[src/rtl/fir_mac_ctrl.sv]
// fir_mac_ctrl: time-multiplexed 4-tap FIR, one shared 4x4 multiplier.
// Ports: x/in_valid/in_ready in, q/out_valid/out_ready out, cfg_* coefs, clr flush, busy.
module fir_mac_ctrl #(
  parameter logic [3:0] COEF0 = 4'd1,
  parameter logic [3:0] COEF1 = 4'd2,
  parameter logic [3:0] COEF2 = 4'd3,
  parameter logic [3:0] COEF3 = 4'd4
) (
  input  logic       clk,
  input  logic       rst,
  input  logic [3:0] x,
  input  logic       in_valid,
  output logic       in_ready,
  output logic [9:0] q,
  output logic       out_valid,
  input  logic       out_ready,
  input  logic       cfg_we,
  input  logic [1:0] cfg_addr,
  input  logic [3:0] cfg_data,
  output logic       cfg_drop,
  input  logic       clr,
  output logic       busy
);

  typedef enum logic [1:0] {
    IDLE = 2'd0,
    MAC  = 2'd1,
    DONE = 2'd2
  } state_t;

  state_t     state;
  state_t     state_nx;

  logic [3:0] d [4];
  logic [3:0] c [4];
  logic [9:0] acc;
  logic [1:0] idx;

  logic [7:0] prod;
  logic [9:0] sum;

  logic       accept;
  logic       cfg_wr;
  logic       step;
  logic       last;
  logic       take;

  assign prod = {4'd0, c[idx]} * {4'd0, d[idx]};
  assign sum  = acc + {2'b00, prod};

  assign busy     = (state != IDLE);
  assign in_ready = (state == IDLE) & ~cfg_we & ~clr;

  always_ff @(posedge clk or negedge rst) begin
    if (!rst) begin
      state <= IDLE;
    end else begin
      state <= state_nx;
    end
  end

  // clr overrides everything; in IDLE a cfg write wins over a sample
  always_comb begin
    state_nx = state;
    accept   = 1'b0;
    cfg_wr   = 1'b0;
    step     = 1'b0;
    last     = 1'b0;
    take     = 1'b0;
    if (clr) begin
      state_nx = IDLE;
    end else begin
      unique case (state)
        IDLE: begin
          if (cfg_we) begin
            cfg_wr = 1'b1;
          end else if (in_valid) begin
            accept   = 1'b1;
            state_nx = MAC;
          end
        end
        MAC: begin
          step = 1'b1;
          if (idx == 2'd3) begin
            last     = 1'b1;
            state_nx = DONE;
          end
        end
        DONE: begin
          if (out_valid && out_ready) begin
            take     = 1'b1;
            state_nx = IDLE;
          end
        end
        default: state_nx = IDLE;
      endcase
    end
  end

  always_ff @(posedge clk or negedge rst) begin
    if (!rst) begin
      for (int i = 0; i < 4; i++) begin
        d[i] <= '0;
      end
      c[0]      <= COEF0;
      c[1]      <= COEF1;
      c[2]      <= COEF2;
      c[3]      <= COEF3;
      acc       <= '0;
      idx       <= '0;
      q         <= '0;
      out_valid <= 1'b0;
      cfg_drop  <= 1'b0;
    end else begin
      // a write that lands while busy is reported, unless clr swallows it
      cfg_drop <= cfg_we & ~clr & (state != IDLE);
      if (clr) begin
        for (int i = 0; i < 4; i++) begin
          d[i] <= '0;
        end
        acc       <= '0;
        idx       <= '0;
        out_valid <= 1'b0;
      end else begin
        if (cfg_wr) begin
          c[cfg_addr] <= cfg_data;
        end
        if (accept) begin
          d[3] <= d[2];
          d[2] <= d[1];
          d[1] <= d[0];
          d[0] <= x;
          acc  <= '0;
          idx  <= '0;
        end
        if (step) begin
          acc <= sum;
          idx <= idx + 2'd1;
        end
        if (last) begin
          q         <= sum;
          out_valid <= 1'b1;
        end
        if (take) begin
          out_valid <= 1'b0;
        end
      end
    end
  end

endmodule
[config.mk]
export PLATFORM = sky130hd
export DESIGN_NAME = fir_mac_ctrl
export DESIGN_NICKNAME = d
export VERILOG_FILES = /design/src/rtl/fir_mac_ctrl.sv
export SDC_FILE = /design/constraint.sdc
export NUM_CORES = 1
export LEC_CHECK = 0
export CAP_MARGIN = 20
export CELL_PAD_IN_SITES_DETAIL_PLACEMENT = 0
export CELL_PAD_IN_SITES_GLOBAL_PLACEMENT = 1
export CORE_UTILIZATION = 30
export DETAILED_ROUTE_END_ITERATION = 16
export MAX_ROUTING_LAYER = met4
export PLACE_DENSITY_LB_ADDON = 0.15
export SKIP_LAST_GASP = 1
export SLEW_MARGIN = 20
export SYNTH_ARGS = -nofsm -noshare
export SYNTH_HDL_FRONTEND = slang
export SYNTH_SLANG_ARGS = --single-unit
[constraint.sdc]
create_clock -name clk -period 4.34 [get_ports clk]
set_input_delay 0.651 -clock clk [delete_from_list [all_inputs] [get_ports clk]]
set_output_delay 0.651 -clock clk [all_outputs]
set_load 0.02 [all_outputs]
# Word level (Yosys, flattened, before mapping)
# Index checks and enable logic that the tools add are counted.
[classes] n_reduce_logical=10 order_cmp=3 multipliers=1 mux=41 n_shift=0 n_bitwise=8 div_mod_pow=0 n_eq_ne=7 add_sub_neg=2
[op_table] cell="$mux 16" count=2
[op_table] cell="$mux 10" count=3
[op_table] cell="$mux 4" count=5
[op_table] cell="$mux 1" count=18
[op_table] cell="$bmux 4 s2" count=2
[op_table] cell="$bwmux 16" count=1
[op_table] cell="$mux 2" count=8
[op_table] cell="$ne 3x3->1 const B" count=4
[op_table] cell="$add 10x8->10" count=1
[op_table] cell="$demux 4 s2" count=1
[op_table] cell="$mul 4x4->8" count=1
[op_table] cell="$ge 3x3->1 const B" count=2
[op_table] cell="$not 2->3" count=2
[op_table] cell="$pmux 2 s3" count=1
[op_table] cell="$reduce_bool 3->1" count=2
[op_table] cell="$and 1x1->1" count=4
[op_table] cell="$eq 2x2->1 const B" count=2
[op_table] cell="$reduce_and 2->1" count=2
[op_table] cell="$reduce_and 4->1" count=1
[op_table] cell="$reduce_bool 2->1" count=2
[op_table] cell="$lt 3x1->1 const B" count=1
[op_table] cell="$add 2x1->2 const B" count=1
[op_table] cell="$eq 2x1->1 const B" count=1
[op_table] cell="$logic_and 1x1->1" count=2
[op_table] cell="other kinds (2)" count=3
[totals] inputBits=16 ff_bits=58 ram_bits=0 mem_bits_ro=0 latchBits=0 n_memories=0 word_cells=86

# Logic depth before layout (Yosys ltp)
# Gate-level depths: netlist of the first run.
[depth] depth_word=8 mapped_depth=14 ltp_nobuf=13

# Worst setup path after synthesis of the first run
# Ideal clock, no wire load.
[synth_path] path_kind="register -> register" start="register idx[0]" end="register q[8]" slack_ns=0.162 stages_incl_launch_ff=15 setup_ns=0.129 arrival_ns=4.049 path_buffers=1 required_time_ns=4.211 path_cell_list="dfrtp_1 -> buf_2 -> mux4_2 -> and2_1 -> fa_1 -> inv_1 -> fa_1 -> inv_1 -> fa_1 -> ha_1 -> o21ai_0 -> nor3_1 -> a211oi_1 -> xor2_1 -> o21ai_0"
[synth_between] elab_chain_len=6 word_cells_on_any_way=14 classes_between="add/sub (1); mul (1); eq/ne (1); mux (9); bitwise (1); reduce/logical (1)"
[synth_lines] element="start, declared" line_no="37" text="logic [1:0] idx;"
[synth_lines] element="start signal, assigned" line_no="138" text="idx <= idx + 2'd1;"
[synth_lines] element="$not 2->3 (not written as such)" line_no="48" text="assign prod = {4'd0, c[idx]} * {4'd0, d[idx]};"
[synth_lines] element="$bmux 4 s2" line_no="48"
[synth_lines] element="$mux 4 (not written as such) (2 in series)" line_no="48"
[synth_lines] element="$mul 4x4->8" line_no="48"
[synth_lines] element="$add 10x8->10" line_no="49" text="assign sum = acc + {2'b00, prod};"
[synth_lines] element="end signal, assigned" line_no="141" text="q <= sum;"
[synth_lines] element="end, declared" line_no="14" text="output logic [9:0] q,"
# Parallel ways exist; a longest one is shown, timed or not. The select of a mux whose other input is x is not followed.
# A chain may end at the register's enable or synchronous reset.

# Worst setup path after layout of the first run
# Ends and elaborated chain as after synthesis.

==> flow_metrics.py, run 1 <==
metrics = {
    "sta": {
        "max_freq_mhz": 241,
        "final_hold_viol_count": 0,
        "timing.slew.headroom": 0.357,
        "slew_viol_final": 0,
        "min_period_over_period": 0.957,
        "worstMarginPinSlew_ns": 0.959,
        "setup_slack_ns": 0.186,
        "min_period_ns": 4.15,
        "rsz0062_at_grt": "yes",
        "finalClockSkew_ns": 0.0124,
        "finalSetupViolations": 0,
    },
    "cells_and_area": {
        "utilization": 0.366,
        "final_cell_mix": "nand2_1, dfrtp_1, clkdlybuf4s50_1",
        "final_nets": 389,
        "drive_gt1_frac": 0.174,
        "area_growth_pct": 18.9,
        "final_common_cell": "nand2_1",
        "diodes": 0,
        "fin_cells": 490,
    },
    "logic_synthesis": {
        "ys_ff_latch": 58,
        "ys_seq_area_frac": 0.435,
        "syn_nets": 356,
        "syn_area_sq_um": 3350,
        "ys_warn_count": 0,
        "postSynthCellCount": 312,
        "synth.avg_cell_area_sq_um": 10.8,
        "synth_area_leader_cell": "dfrtp_1",
        "ys_types": 40,
        "synthTopCellsByArea": "dfrtp_1, ha_1, nand2_1",
        "synth_top_area_frac": 0.395,
    },
    "detailed_routing": {
        "finalWirelength_um": 6880,
        "wire_per_inst_um": 14.0,
        "first_pass_iters": 4,
        "antenna_left": 0,
        "first_iter_violations": 48,
        "vias": 2234,
        "drc_errors": 0,
        "viasPerCell": 4.56,
    },
    "die": {
        "pin_count": 30,
        "fp.dieH_um": 108,
        "core_region_area_sq_um": 10900,
        "rows": 38,
        "die_width_um": 108,
        "start_util": 0.308,
        "fp.dieArea_sq_um": 11600,
    },
    "cts": {
        "clkLatencyLatePin_ns": 0.34,
        "cts_tree": "yes",
        "cts_buffers": 9,
        "postCtsHoldBufs": 0,
        "cts_setup_buffers": 0,
        "ctsHtreeMaxLevel": 3,
        "cts_resized": 0,
        "cts.sinks": 58,
        "cts_root_buffer": "clkbuf_8",
        "clockBufferDepth": 2,
        "clk_pin_slew_worst_paths_ns": 0.07,
    },
    "placement": {
        "dp_cells": 474,
        "globalplace.congestion": 0.749,
        "place_ws_ns": 0.0400,
        "portBuffers": 29,
        "dp.final_hpwl_um": 4900,
    },
    "setup_path": {
        "cp.required_ns": 4.55,
        "crit_path_end_kind": "register",
        "cpMaxStageDelayCell": "mux4_2",
        "cp-start-kind": "register",
        "cp_cell_sequence": "buf_12, mux4_2, and2_1, fa_1, inv_1, fa_1, inv_1, fa_1, ha_1, o21ai_2, nor3_1, a211oi_1, xor2_1, o21ai_0",
        "slowest_delay_ns": 0.55,
        "crit_arrival_ns": 4.36,
        "cp-startpoint": "idx[0]",
        "critical_path_class": "register to register",
        "cp_common_cell": "fa_1",
        "r2r-start": "idx[0]",
        "path_max_fanout": 11,
        "timing.reg2reg.setup_slack_ns": 0.19,
    },
    "hold_path": {
        "min_path_type": "input port to async pin",
    },
    "grt": {
        "grt_pass1_wl_um": 11500,
        "overflow": 0,
        "grt_max_degree": 59,
        "antenna_found_initial": 0,
        "grt_pass1_vias": 2208,
        "grtUsageTotal": 0.136,
    },
    "outcome": {
        "status": "completed",
    },
    "power_and_ir_drop": {
        "peakVddDrop_mv": 0.123,
        "total_power_mw": 1.26,
        "cellLeakagePower_nw": 1.81,
        "power_density_nw_per_um2": 316,
    },
    "flow_run": {
        "cap_violations": 0,
    },
}
-- path summary, 6_finish.rpt --
path,end,cells past startpoint
min in group clk,q[7],2
min,q[7],2
max,q[8],14
max reg2reg,q[8],14
min reg2reg,q[7],2
max in group asynchronous,c[6],2
-- state kept, by name (all words and copies together) (netlist names) --
register,flops
c,16
q,10
out_valid,1
acc,10
state,2
idx,2
d,16
cfg_drop,1
-- area by class of cell --
class / count / area (sq um)
inverters: 24 / 90.1
multi-input cells: 219 / 1770
fillers: 1109 / 6900
clock inverters: 5 / 30.0
flip-flops and latches: 58 / 1460
clock buffers: 11 / 141
well taps: 140 / 175
repair buffers: 33 / 328
-- routing by layer --
metal / wire, um / global-route usage / vias up / part of all wire
li1: - / - / 1119 / -
met1: 3380 / 0.184 / 1077 / 0.49
met2: 3220 / 0.199 / 32 / 0.47
met3: 207 / 0.0381 / 6 / 0.030
met4: 75 / 0.0382 / 0 / 0.011
met5: 0 / - / - / 0
-- synth_stat cells (all sizes together) --
cell and count:
ha 19, buf 6, or3 1, and2 16
nor2 12, nor3 5, a211oi 2, clkbuf 5
xnor2 2, a21oi 27, dfrtp 53, nor2b 3
nand2 57, o21bai 1, nor4b 1, mux4 8
nor3b 1, fa 9, a22o 3, nand3 3
mux2 18, dfstp 5, o21ai 19, a31oi 1
nand3b 1, xor2 5, inv 24, a21o 2
nand2b 3
-- stage by stage --
step / setup TNS (ns) / instance area (sq um) / hold slack, ns
floorplan: 0 / 3350 / 0.355
global placement: 0 / 3810 / 0.465
detailed placement: 0 / 3810 / 0.473
CTS: 0 / 3980 / 0.489
global route: -0.0164 / 3990 / 0.512
finish: 0 / 3990 / 0.459
-- logic make-up after synthesis --
group / count (synthesis) / share of synthesized area
AOI/OAI and AO/OA: 55 / 0.0895
xor gates and xnor gates: 7 / 0.0183
muxes: 26 / 0.128
adders and majority gates: 28 / 0.125
buffers and inverters: 35 / 0.0436
and+or+nand+nor: 103 / 0.162
DFF: 58 / 0.435
-- power by group --
group,switching [mW],internal (mW)
Combinational,0.0959,0.106
Sequential,0.0307,0.590
Clock,0.220,0.220
-- critical path: cells and delay by family (launching register included) --
family / cells / cell delay [ns]
xor+xnor: 1 / 0.20
buf+inv: 3 / 0.25
fa+ha+maj: 4 / 1.87
simple gates: 2 / 0.25
mux: 1 / 0.55
flops: 1 / 0.37
compound gates: 3 / 0.52
(Power assumes the default switching activity.)
==> run 2: changes to the inputs <==
--- a/config.mk
+++ b/config.mk
@@ -8,10 +8,10 @@
 export CAP_MARGIN = 20
 export CELL_PAD_IN_SITES_DETAIL_PLACEMENT = 0
 export CELL_PAD_IN_SITES_GLOBAL_PLACEMENT = 1
-export CORE_UTILIZATION = 30
+export CORE_UTILIZATION = 45
 export DETAILED_ROUTE_END_ITERATION = 16
 export MAX_ROUTING_LAYER = met4
-export PLACE_DENSITY_LB_ADDON = 0.15
+export PLACE_DENSITY_LB_ADDON = 0.1
 export SKIP_LAST_GASP = 1
 export SLEW_MARGIN = 20
 export SYNTH_ARGS = -nofsm -noshare
==> constraint.sdc (replaced) <==
create_clock -name clk -period 5.2 [get_ports clk]
set_input_delay 0.78 -clock clk [delete_from_list [all_inputs] [get_ports clk]]
set_output_delay 0.78 -clock clk [all_outputs]
set_load 0.02 [all_outputs]
==> run 2 against run 1 <==
Against the previous run:
- utilization up 18 points
- worst hold slack gained 0.023 ns
- worst setup slack improved by 0.49 ns
==> flow_metrics.py, run 2 (same netlist as run 1, synthesis figures left out) <==
metrics = {
    "sta": {
        "final.setup.tns_ns": 0,
        "rsz0062_at_grt": "no",
        "finalClockSkew_ns": 0.00644,
        "max_freq_mhz": 221,
        "min_period_ns": 4.53,
        "min_period_over_period": 0.870,
        "whs_ns": 0.482,
        "finalSetupViolations": 0,
        "timing.slew.headroom": 0.421,
        "worstMarginPinSlew_ns": 0.866,
        "slew_viol_final": 0,
        "setup_slack_ns": 0.674,
        "final_hold_viol_count": 0,
    },
    "die": {
        "start_util": 0.465,
        "pin_count": 30,
        "fp.dieArea_sq_um": 7800,
        "die_width_um": 88.3,
        "rows": 31,
        "core_region_area_sq_um": 7210,
        "fp.dieH_um": 88.3,
    },
    "detailed_routing": {
        "finalWirelength_um": 6370,
        "vias": 2264,
        "first_pass_iters": 4,
        "viasPerCell": 5.06,
        "wire_per_inst_um": 14.2,
        "antenna_left": 0,
        "first_iter_violations": 61,
        "drc_errors": 0,
    },
    "cells_and_area": {
        "largest_registers": "c x16, d x16",
        "final_nets": 387,
        "final_cell_mix": "nand2_1, dfrtp_1, clkdlybuf4s50_1",
        "drive_gt1_frac": 0.158,
        "n_fill_cell": 693,
        "diodes": 0,
        "utilization": 0.546,
        "area_growth_pct": 17.5,
        "final_common_cell": "nand2_1",
    },
    "cts": {
        "cts_buffers": 9,
        "postCtsHoldBufs": 0,
        "ctsHtreeMaxLevel": 3,
        "clkLatencyLatePin_ns": 0.34,
        "cts_setup_buffers": 0,
        "cts_resized": 0,
        "cts_root_buffer": "clkbuf_8",
        "cts.sinks": 58,
        "clk_pin_slew_worst_paths_ns": 0.07,
        "cts_tree": "yes",
        "clockBufferDepth": 2,
    },
    "power_and_ir_drop": {
        "power.internal_mw": 0.859,
        "seq_power_share": 0.453,
        "peakVddDrop_mv": 0.141,
        "clkPwrFrac": 0.407,
        "power_density_nw_per_um2": 291,
        "pwr-share-comb": 0.140,
        "swShare": 0.251,
        "cellLeakagePower_nw": 1.82,
        "netSwitchingPower_mw": 0.288,
        "total_power_mw": 1.15,
    },
    "setup_path": {
        "path_max_fanout": 11,
        "critical_path_class": "register to register",
        "reg2reg_depth": 13,
        "cp.required_ns": 5.42,
        "crit_path_end_kind": "register",
        "crit_arrival_ns": 4.74,
        "cp-start-kind": "register",
    },
    "grt": {
        "grt_pass1_wl_um": 10900,
        "grtUsageTotal": 0.194,
        "use_met3": 0.0560,
        "grt_pass1_vias": 2221,
        "grtUsageMet1": 0.262,
        "grt_max_degree": 59,
        "busiest_layer": "met2",
        "overflow": 0,
        "use_met2": 0.279,
        "antenna_found_initial": 0,
    },
    "flow_run": {
        "cap_violations": 0,
    },
    "placement": {
        "dp.final_hpwl_um": 4580,
        "place_ws_ns": 0.641,
        "globalplace.congestion": 0.759,
        "portBuffers": 29,
    },
    "outcome": {
        "status": "completed",
    },
    "hold_path": {
        "min_path_type": "register to register",
        "hold_depth": 2,
    },
}
run 2: power by group through the flow:
stage | clock [mW] | sequential (mW) | combinational [mW]
after floorplan | 0 | 0.513 | 0.119
after global placement | 0 | 0.528 | 0.160
after detailed placement | 0 | 0.527 | 0.163
after CTS | 0.477 | 0.520 | 0.164
after global routing | 0.492 | 0.525 | 0.181
final | 0.466 | 0.519 | 0.161
run 2: layer usage:
layer  wire length [um]  up-vias
met3                240        8
met1               3120     1113
met5                  0        -
met4                 95        0
met2               2920       29
li1                   -     1114
run 2: path summary, 6_finish.rpt:
check                           startpoint  endpoint  slack, ns
worst max-delay path                idx[0]      q[8]       0.67
worst min-delay path                  q[6]      q[6]       0.48
worst max register to register      idx[0]      q[8]       0.67
worst min register to register        q[6]      q[6]       0.48
max in group asynchronous              rst     c[15]       4.11
min in group asynchronous              rst      q[6]       0.58
run 2: worst max-delay path: stages (launching register included):
cell      delay (ns)
dfrtp_1         0.70
mux4_2          0.61
and2_1          0.20
fa_1            0.53
inv_1           0.05
fa_1            0.53
inv_1           0.05
fa_1            0.45
ha_1            0.36
o21ai_0         0.26
nor3_1          0.09
a211oi_1        0.26
xor2_1          0.21
o21ai_0         0.11
run 2: final cells by class:
type	instances	area (sq um)	share of cell area
multi-input cells	219	1750	0.444
flip-flops and latches	58	1460	0.370
repair buffers	31	300	0.0762
clock buffers	11	141	0.0359
well taps	99	124	0.0314
inverters	24	90.1	0.0229
clock inverters	5	77.6	0.0197
run 2: through the flow:
stage          instance area (sq um)  std cells
2_1_floorplan                   3350        312
3_3_place_gp                    3720        431
3_5_place_dp                    3720        431
4_1_cts                         3940        447
5_1_grt                         3940        447
6_report                        3940        447
